## config.mk

```make
export PLATFORM = sky130hd
export DESIGN_NAME = bram_stream_reader
export DESIGN_NICKNAME = d
export VERILOG_FILES = /design/src/rtl/bram_stream_reader.sv
export SDC_FILE = /design/constraint.sdc
export NUM_CORES = 1
export LEC_CHECK = 0
export CAP_MARGIN = 0
export CORE_ASPECT_RATIO = 2
export CORE_MARGIN = 5
export CORE_UTILIZATION = 55
export CTS_CLUSTER_DIAMETER = 60
export DETAILED_ROUTE_END_ITERATION = 10
export PLACE_DENSITY_LB_ADDON = 0.08
export SLEW_MARGIN = 20
export SYNTH_ARGS = -nofsm -noshare
export SYNTH_HDL_FRONTEND = slang
export SYNTH_SLANG_ARGS = --single-unit
export TNS_END_PERCENT = 10
```

## constraint.sdc

```tcl
create_clock -name clock -period 6.3 [get_ports clock]
set_input_delay 0.945 -clock clock [delete_from_list [all_inputs] [get_ports clock]]
set_output_delay 0.945 -clock clock [all_outputs]
set_load 0.05 [all_outputs]
```

## src/rtl/bram_stream_reader.sv

```systemverilog
`default_nettype none
// ============================================================================
// bram_stream_reader : streams `count` RAM words from `base_addr` on valid/ready
// Revision 1.0
// ============================================================================
module bram_stream_reader #(
  parameter int DATA_WIDTH    = 16,
  parameter int ADDRESS_WIDTH = 11
) (
  input  logic                     clock,
  input  logic                     reset_n,
  input  logic                     start,
  input  logic [ADDRESS_WIDTH-1:0] base_addr,
  input  logic [ADDRESS_WIDTH:0]   count,
  output logic                     busy,
  output logic                     done,
  output logic [ADDRESS_WIDTH-1:0] raddr,
  input  logic [DATA_WIDTH-1:0]    rdata,
  output logic                     out_valid,
  input  logic                     out_ready,
  output logic [DATA_WIDTH-1:0]    out_data,
  output logic                     out_last
);

  typedef enum logic [1:0] {
    IDLE  = 2'd0,
    RUN   = 2'd1,
    FLUSH = 2'd2
  } state_t;

  localparam logic [ADDRESS_WIDTH:0]   CNT_ONE  = {{ADDRESS_WIDTH{1'b0}}, 1'b1};
  localparam logic [ADDRESS_WIDTH-1:0] ADDR_ONE = {{(ADDRESS_WIDTH-1){1'b0}}, 1'b1};

  state_t                   state;
  logic [ADDRESS_WIDTH-1:0] rd_addr;
  logic [ADDRESS_WIDTH:0]   remaining_issue;
  logic [ADDRESS_WIDTH:0]   remaining_out;
  logic                     inflight;
  logic [DATA_WIDTH-1:0]    buf_mem [2];
  logic [1:0]               buf_count;
  logic                     rd_ptr;
  logic                     wr_ptr;
  logic                     pop;
  logic                     issue;
  logic [2:0]               occupancy;

  assign pop       = out_valid & out_ready;
  // Words that will be held after this edge if nothing new is issued.
  assign occupancy = {1'b0, buf_count} + {2'b00, inflight} - {2'b00, pop};
  assign issue     = (state == RUN) && (remaining_issue != '0) && (occupancy < 3'd2);

  assign raddr     = rd_addr;
  assign busy      = (state != IDLE);
  assign out_valid = (buf_count != 2'd0);
  assign out_data  = buf_mem[rd_ptr];
  assign out_last  = out_valid && (remaining_out == CNT_ONE);

  always_ff @(posedge clock or negedge reset_n) begin
    if (!reset_n) begin
      state           <= IDLE;
      rd_addr         <= '0;
      remaining_issue <= '0;
      remaining_out   <= '0;
      inflight        <= 1'b0;
      buf_mem[0]      <= '0;
      buf_mem[1]      <= '0;
      buf_count       <= 2'd0;
      rd_ptr          <= 1'b0;
      wr_ptr          <= 1'b0;
      done            <= 1'b0;
    end else begin
      done <= 1'b0;

      if (inflight) begin
        buf_mem[wr_ptr] <= rdata;
        wr_ptr          <= ~wr_ptr;
      end
      if (pop) begin
        rd_ptr        <= ~rd_ptr;
        remaining_out <= remaining_out - CNT_ONE;
      end
      buf_count <= buf_count + {1'b0, inflight} - {1'b0, pop};
      inflight  <= issue;

      if (issue) begin
        rd_addr         <= rd_addr + ADDR_ONE;
        remaining_issue <= remaining_issue - CNT_ONE;
      end

      case (state)
        IDLE: begin
          if (start) begin
            if (count == '0) begin
              done <= 1'b1;
            end else begin
              state           <= RUN;
              rd_addr         <= base_addr;
              remaining_issue <= count;
              remaining_out   <= count;
            end
          end
        end
        RUN: begin
          if (issue && (remaining_issue == CNT_ONE)) begin
            state <= FLUSH;
          end
        end
        FLUSH: begin
          if (pop && out_last) begin
            state <= IDLE;
            done  <= 1'b1;
          end
        end
        default: state <= IDLE;
      endcase
    end
  end

endmodule
`default_nettype wire

```

==> reports/summary.txt, run 1 <==
Status - finished clean
Post-synth top area share - 0.4946
Critical Path Source Type - primary input
Ant diodes - 0
Tot GR Track Use - 0.2208
Root buffer cell - clkbuf_16
Async SR Flop Fraction - 1.000
Minimum clock period - 3.669 ns
Seq/Total Area, Yosys - 0.4946
RSZ-0062 raised after global routing - false
Count of different cell masters after synthesis - 48
FP Rows - 43
Final worst slack - 2.632 ns
Met2 Usage GRT - 0.3375
FMAX - 272.6 MHz
Htree depth - 3
First-pass GRT wire length - 14550 um
RR Startpoint - buf_count[1]
Post-CTS setup buffer count - 0
Routed WL per cell - 17.55 um
Register bit total from synthesis - 75
Met3 usage - 0.05013
Crit. End Element - flop
Worst Hold Depth - 1
# IOs - 74
Largest net degree at the start of global routing - 76
Fin Clk Skew - 0.007478 ns
CTS tree - built
Finish-stage setup viols - 0
Reg-to-reg slack, setup - 3.13 ns
Post-Syn Nets - 387
Mapped Cells - 336
TritonCTS Buffers - 9
Top cells by area, synth - dfrtp_1 49%, mux2_2 14%, xnor2_1 5.3%
Layout fillers - 526
Cell taking the most area after synthesis - dfrtp_1
Die ar. - 8762 um^2
Initial antenna violation count - 0
HPWL Detailed - 6315 um
Main synth FF type - dfrtp_1
Number of global-route vias before repair - 3099
Via density per instance - 5.673
Final setup TNS - 0 ns
Tcrit/Tclk final - 0.5823
Worst VDD drop - 0.4019 mV
# DRC - 0
Worst reg-to-reg path cell count - 10
CP Max Fanout - 11
Syn Area/Cell - 11.29 um^2
Rel. slew slack - 0.2744
Final GP Congestion - 0.9248
Critical Path RT - 6.45 ns
Worst Hold Launch - wr_ptr
Total wire length - 8791 um
Setup WS pre-CTS - 2.346 ns
GR peak layer - met2
Post-synth EDFFs - 0
Buffers added on ports - 73
CTS Hold Bufs - 0
Core area - 6833 um^2
Mapped cell area - 3795 um^2
DR iter-0 viols - 224
Clk sinks - 75
Clk pin slew, worst setup/hold paths - 0.05 ns
DRT Pass-1 Iters - 4
Post_cts resized - 0
Grt met1 use - 0.2930
GRT overflow - 0
Vias - 2842
Final hold vios - 0
Reg2reg end - remaining_issue[2]
Synthesis Warnings - 0
Worst-Skew Late Latency - 0.33 ns
Hold path endpoint - wr_ptr
Buffer levels on the longest clock path - 2
Worst Tran Pin Value - 1.088 ns
Min-Delay Path Class - reg2reg
Die height - 127.5 um
Synth-to-Final Area Change - 28.12%
Power Density - 597.7 nW/um^2
Layout cells sized above 1 - 0.1946
Arr. time, crit path - 3.82 ns
Critical path class - in2reg
Top cells by count, synth - 75 x dfrtp_1, 48 x mux2_2, 24 x nand2_1, 23 x xnor2_1, 22 x nor2_1
Pins over their slew limit - 0
Final hold slack - 0.4873 ns
NumNets Final - 459
Detail Route Antenna Nets - 0
Chip Width - 68.74 um
Max cap viols - 0
LEAKAGE - 1.894 nW
Count leader, synth - dfrtp_1
Starting Density - 0.5554
final cells by class:
| type | count | area, um^2 | area share |
|---|---|---|---|
| Clock buffer | 11 | 242.7 | 0.04992 |
| Multi-Input combinational cell | 239 | 1817 | 0.3736 |
| Inverter | 8 | 30.03 | 0.006176 |
| Sequential cell | 75 | 1877 | 0.3860 |
| Timing Repair Buffer | 75 | 743.2 | 0.1529 |
| Clock inverter | 3 | 40.04 | 0.008235 |
| Tap cell | 90 | 112.6 | 0.02316 |
registers in the layout, indices dropped and copies added, names as in the netlist, 2 cells and up:
register and flops:
buf_mem 32, remaining_issue 12, remaining_out 12, raddr 11, buf_count 2, state 2
through the flow:
| stage | util | instance area [um^2] | instances | total power, mW |
|---|---|---|---|---|
| 6_report | 0.7116 | 4862 | 501 | 2.906 |
| 5_1_grt | 0.7116 | 4862 | 501 | 3.080 |
| 4_1_cts | 0.7116 | 4862 | 501 | 2.929 |
| 3_5_place_dp | 0.6702 | 4579 | 487 | 2.425 |
| 3_3_place_gp | 0.6702 | 4579 | 487 | 2.370 |
| 2_1_floorplan | - | 3795 | 336 | 1.985 |
cells by family after synthesis:
logic type / Yosys count / share of synthesized area
multiplexers: 50 / 0.1477
adder cells (fa/ha/maj): 8 / 0.02835
flip-flops: 75 / 0.4946
AO/OA/AOI/OAI: 44 / 0.06463
buffers and inverters: 22 / 0.02670
AND/OR/NAND/NOR: 105 / 0.1622
XOR/XNOR: 32 / 0.07583
critical path, cell delays in order:
cell and delay [ns]:
clkdlybuf4s50_1 0.51, o21ai_1 0.28, mux2i_1 0.24, ha_1 0.17, inv_1 0.05, fa_1 0.51, and3b_1 0.27, nand2_2 0.20
nor4_2 0.39, xnor2_1 0.17, a21oi_1 0.09
metal layers:
metal  part of all wire  wire length [um]
met1               0.41              3605
met2               0.51              4440
met4              0.024               211
met5                  0                 0
met3              0.061               534
cells in the final DEF, fill, tap and decap left out, drive strengths merged, types with 12 or more instances in the layout:
master / count
a21oi: 17
nor2: 23
xnor2: 24
dfrtp: 75
o21ai: 19
mux2: 48
clkdlybuf4s50: 72
nand2: 25
nor3: 12
nor4: 12
power breakdown:
part / internal, mW / total, mW / switching [mW]
clock: 0.311 / 0.487 / 0.176
combinational: 0.626 / 1.47 / 0.840
sequential: 0.725 / 0.953 / 0.228
total: 1.66 / 2.91 / 1.24
worst max-delay path by stage:
stage / start / endpoint / slack (ns) / cells past startpoint
floorplan: out_ready / raddr[9] / 3.18 / 12
global placement: out_ready / raddr[9] / 2.50 / 11
detailed placement: out_ready / raddr[7] / 2.35 / 11
CTS: out_ready / raddr[7] / 2.66 / 11
global route: out_ready / raddr[7] / 2.45 / 11
finish: out_ready / raddr[7] / 2.63 / 11
Note: power is estimated with default switching activity, not from simulation.
==> run 2: changes to the inputs <==
CORE_UTILIZATION = 47   (was 55)
clock period = 3.1 ns   (was 6.3 ns; I/O delays follow)
==> reports/summary.txt, run 2 (same netlist as run 1, synthesis figures left out) <==
Total wire length - 8852 um (was 8791 um)
Part of the power in registers - 0.320 (was 0.328)
Arr. time, crit path - 2.94 ns (was 3.82 ns)
Number of global-route vias before repair - 3010 (was 3099)
Final setup TNS - 0 ns (unchanged)
Worst-Skew Late Latency - 0.33 ns (about the same)
Max reg flops - 32 (unchanged)
Status - finished clean (unchanged)
Chip Width - 73.54 um (was 68.74 um)
Most frequent cells in the layout - 75 x dfrtp_1, 71 x clkdlybuf4s50_1, 48 x mux2_2, 24 x nand2_1, 23 x xnor2_1 (was 75 x dfrtp_1, 72 x clkdlybuf4s50_1, 48 x mux2_2, 24 x nand2_1, 23 x xnor2_1)
FMAX - 366.3 MHz
FP Rows - 46 (was 43)
Final worst slack - 0.3701 ns (was 2.632 ns)
Pins over their slew limit - 0 (unchanged)
Post-CTS setup buffer count - 0 (unchanged)
Largest registers - buf_mem x32, remaining_issue x12, remaining_out x12 (unchanged)
Internal cell power - 3.352 mW (was 1.661 mW)
Fin Clk Skew - 0.003761 ns (was 0.007478 ns)
Clk pin slew, worst setup/hold paths - 0.06 ns (was 0.05 ns)
Detail Route Antenna Nets - 0 (unchanged)
First-pass GRT wire length - 14660 um (was 14550 um)
Synth-to-Final Area Change - 29.94% (was 28.12%)
GR peak layer - met2 (unchanged)
Die height - 137.1 um (was 127.5 um)
Min-Delay Path Class - in2async (was reg2reg)
Clk sinks - 75 (unchanged)
Critical Path RT - 3.31 ns (was 6.45 ns)
Setup WS pre-CTS - 0.04559 ns (was 2.346 ns)
Placed Area - 4647 um^2 (was 4579 um^2)
Layout cells sized above 1 - 0.2138 (was 0.1946)
Combinational Power Share - 0.515 (was 0.504)
Initial antenna violation count - 0 (unchanged)
NumNets Final - 467 (was 459)
Met3 usage - 0.04191 (was 0.05013)
Switch share - 0.4287 (was 0.4283)
P_sw - 2.515 mW (was 1.245 mW)
Starting Density - 0.4778 (was 0.5554)
HPWL Detailed - 6657 um (was 6315 um)
Met2 Usage GRT - 0.3261 (was 0.3375)
DRT Pass-1 Iters - 4 (unchanged)
Crit. End Element - flop (unchanged)
CTS Hold Bufs - 0 (unchanged)
Root buffer cell - clkbuf_16 (unchanged)
Htree depth - 3 (unchanged)
Buffers added on ports - 73 (unchanged)
Ant diodes - 0 (unchanged)
CTS tree - built (unchanged)
Critical Path Start - out_ready (unchanged)
Buffer levels on the longest clock path - 2 (unchanged)
Minimum clock period - 2.730 ns
CP Max Fanout - 8 (was 11)
Tot GR Track Use - 0.1908 (was 0.2208)
Die ar. - 10080 um^2 (was 8762 um^2)
Vias - 2793 (was 2842)
LEAKAGE - 1.944 nW (was 1.894 nW)
Post_cts resized - 0 (unchanged)
RR Startpoint - buf_count[1] (unchanged)
Worst Tran Pin Value - 0.9399 ns (was 1.088 ns)
Finish-stage setup viols - 0 (unchanged)
# DRC - 0 (unchanged)
Biggest register - buf_mem (unchanged)
Max stage delay on crit path - 0.49 ns (was 0.51 ns)
CP Cell Sequence - clkdlybuf4s50_1 -> o21ai_1 -> mux2i_1 -> ha_1 -> inv_1 -> fa_1 -> and3b_1 -> nand2_2 -> nor4_1 -> xnor2_1 -> o21ai_1 (was clkdlybuf4s50_1 -> o21ai_1 -> mux2i_1 -> ha_1 -> inv_1 -> fa_1 -> and3b_1 -> nand2_2 -> nor4_2 -> xnor2_1 -> a21oi_1)
Slowest library cell on the worst path - fa_1 (was clkdlybuf4s50_1)
DR iter-0 viols - 113 (was 224)
Grt met1 use - 0.2153 (was 0.2930)
Layout fillers - 661 (was 526)
GRT overflow - 0 (unchanged)
Critical Path Source Type - primary input (unchanged)
Core area - 7943 um^2 (was 6833 um^2)
Critical path class - in2reg (unchanged)
Final GP Congestion - 0.8642 (was 0.9248)
TritonCTS Buffers - 9 (unchanged)
Routed WL per cell - 17.12 um (was 17.55 um)
RSZ-0062 raised after global routing - false (unchanged)
Clock network power share - 0.165 (was 0.168)
Most frequent CP cell - o21ai_1
# IOs - 74 (unchanged)
Final Power - 5.867 mW (was 2.906 mW)
Post-layout instance area - 4931 um^2 (was 4862 um^2)
Fin util - 0.6208 (was 0.7116)
Rel. slew slack - 0.3734 (was 0.2744)
Max cap viols - 0 (unchanged)
Leading cell type in the layout, fill and taps excluded - dfrtp_1 (unchanged)
Final hold vios - 0 (unchanged)
Via density per instance - 5.402 (was 5.673)
Power Density - 1190 nW/um^2 (was 597.7 nW/um^2)
Largest net degree at the start of global routing - 76 (unchanged)
Tcrit/Tclk final - 0.8806
Worst VDD drop - 0.6310 mV (was 0.4019 mV)
[run 2: cell count changes in the layout (fill, tap and decap cells not counted)]
cell / before / now
clkdlybuf4s50_1: 72 / 71
clkbuf_8: 1 / 2
buf_4: 3 / 11
dlymetal6s2s_1: 0 / 1
bufinv_16: 1 / 0
clkinvlp_4: 0 / 2
[run 2: final timing paths]
check / endpoint / slack [ns] / cells past startpoint
min in group clock: rd_ptr / 0.47 / 1
hold / removal: remaining_out[4] / 0.28 / 1
hold reg to reg: rd_ptr / 0.47 / 1
max in group asynchronous: raddr[6] / 2.21 / 1
setup reg to reg: raddr[9] / 0.44 / 9
setup / recovery: raddr[9] / 0.37 / 11
[run 2: power by group through the flow]
stage | Sequential, mW | Clock [mW] | Combinational (mW)
floorplan | 2.04 | 0 | 2.00
global placement | 1.87 | 0 | 3.01
detailed placement | 1.89 | 0 | 3.04
CTS | 1.88 | 0.995 | 3.06
global route | 1.95 | 1.04 | 3.25
finish | 1.88 | 0.968 | 3.02
[run 2: per-layer routing]
layer | share of wire | vias up
met4 | 0.045 | 0
met2 | 0.54 | 75
li1 | - | 1347
met3 | 0.047 | 20
met1 | 0.37 | 1351
met5 | 0 | -
[run 2: stage by stage]
step	hold WS, ns	instances
6_report	0.2800	517
5_1_grt	0.3710	517
4_1_cts	0.3201	517
3_5_place_dp	0.4641	501
3_3_place_gp	0.4646	501
2_1_floorplan	0.1694	336
[run 2: final cells by class]
type	instances	area (um^2)	share of cell area
Clock buffer	12	256.5	0.05202
Clock inverter	4	25.02	0.005075
Inverter	8	30.03	0.006090
Multi-Input combinational cell	239	1817	0.3684
Sequential cell	75	1877	0.3806
Tap cell	96	120.1	0.02436
Timing Repair Buffer	83	805.8	0.1634
[run 2: critical path, delay by kind of cell]
family	cells	cell delay, ns
AO/OA/AOI/OAI	2	0.15
multiplexers	1	0.14
adder cells (fa/ha/maj)	2	0.65
AND/OR/NAND/NOR	3	0.84
XOR/XNOR	1	0.16
buffers and inverters	2	0.53
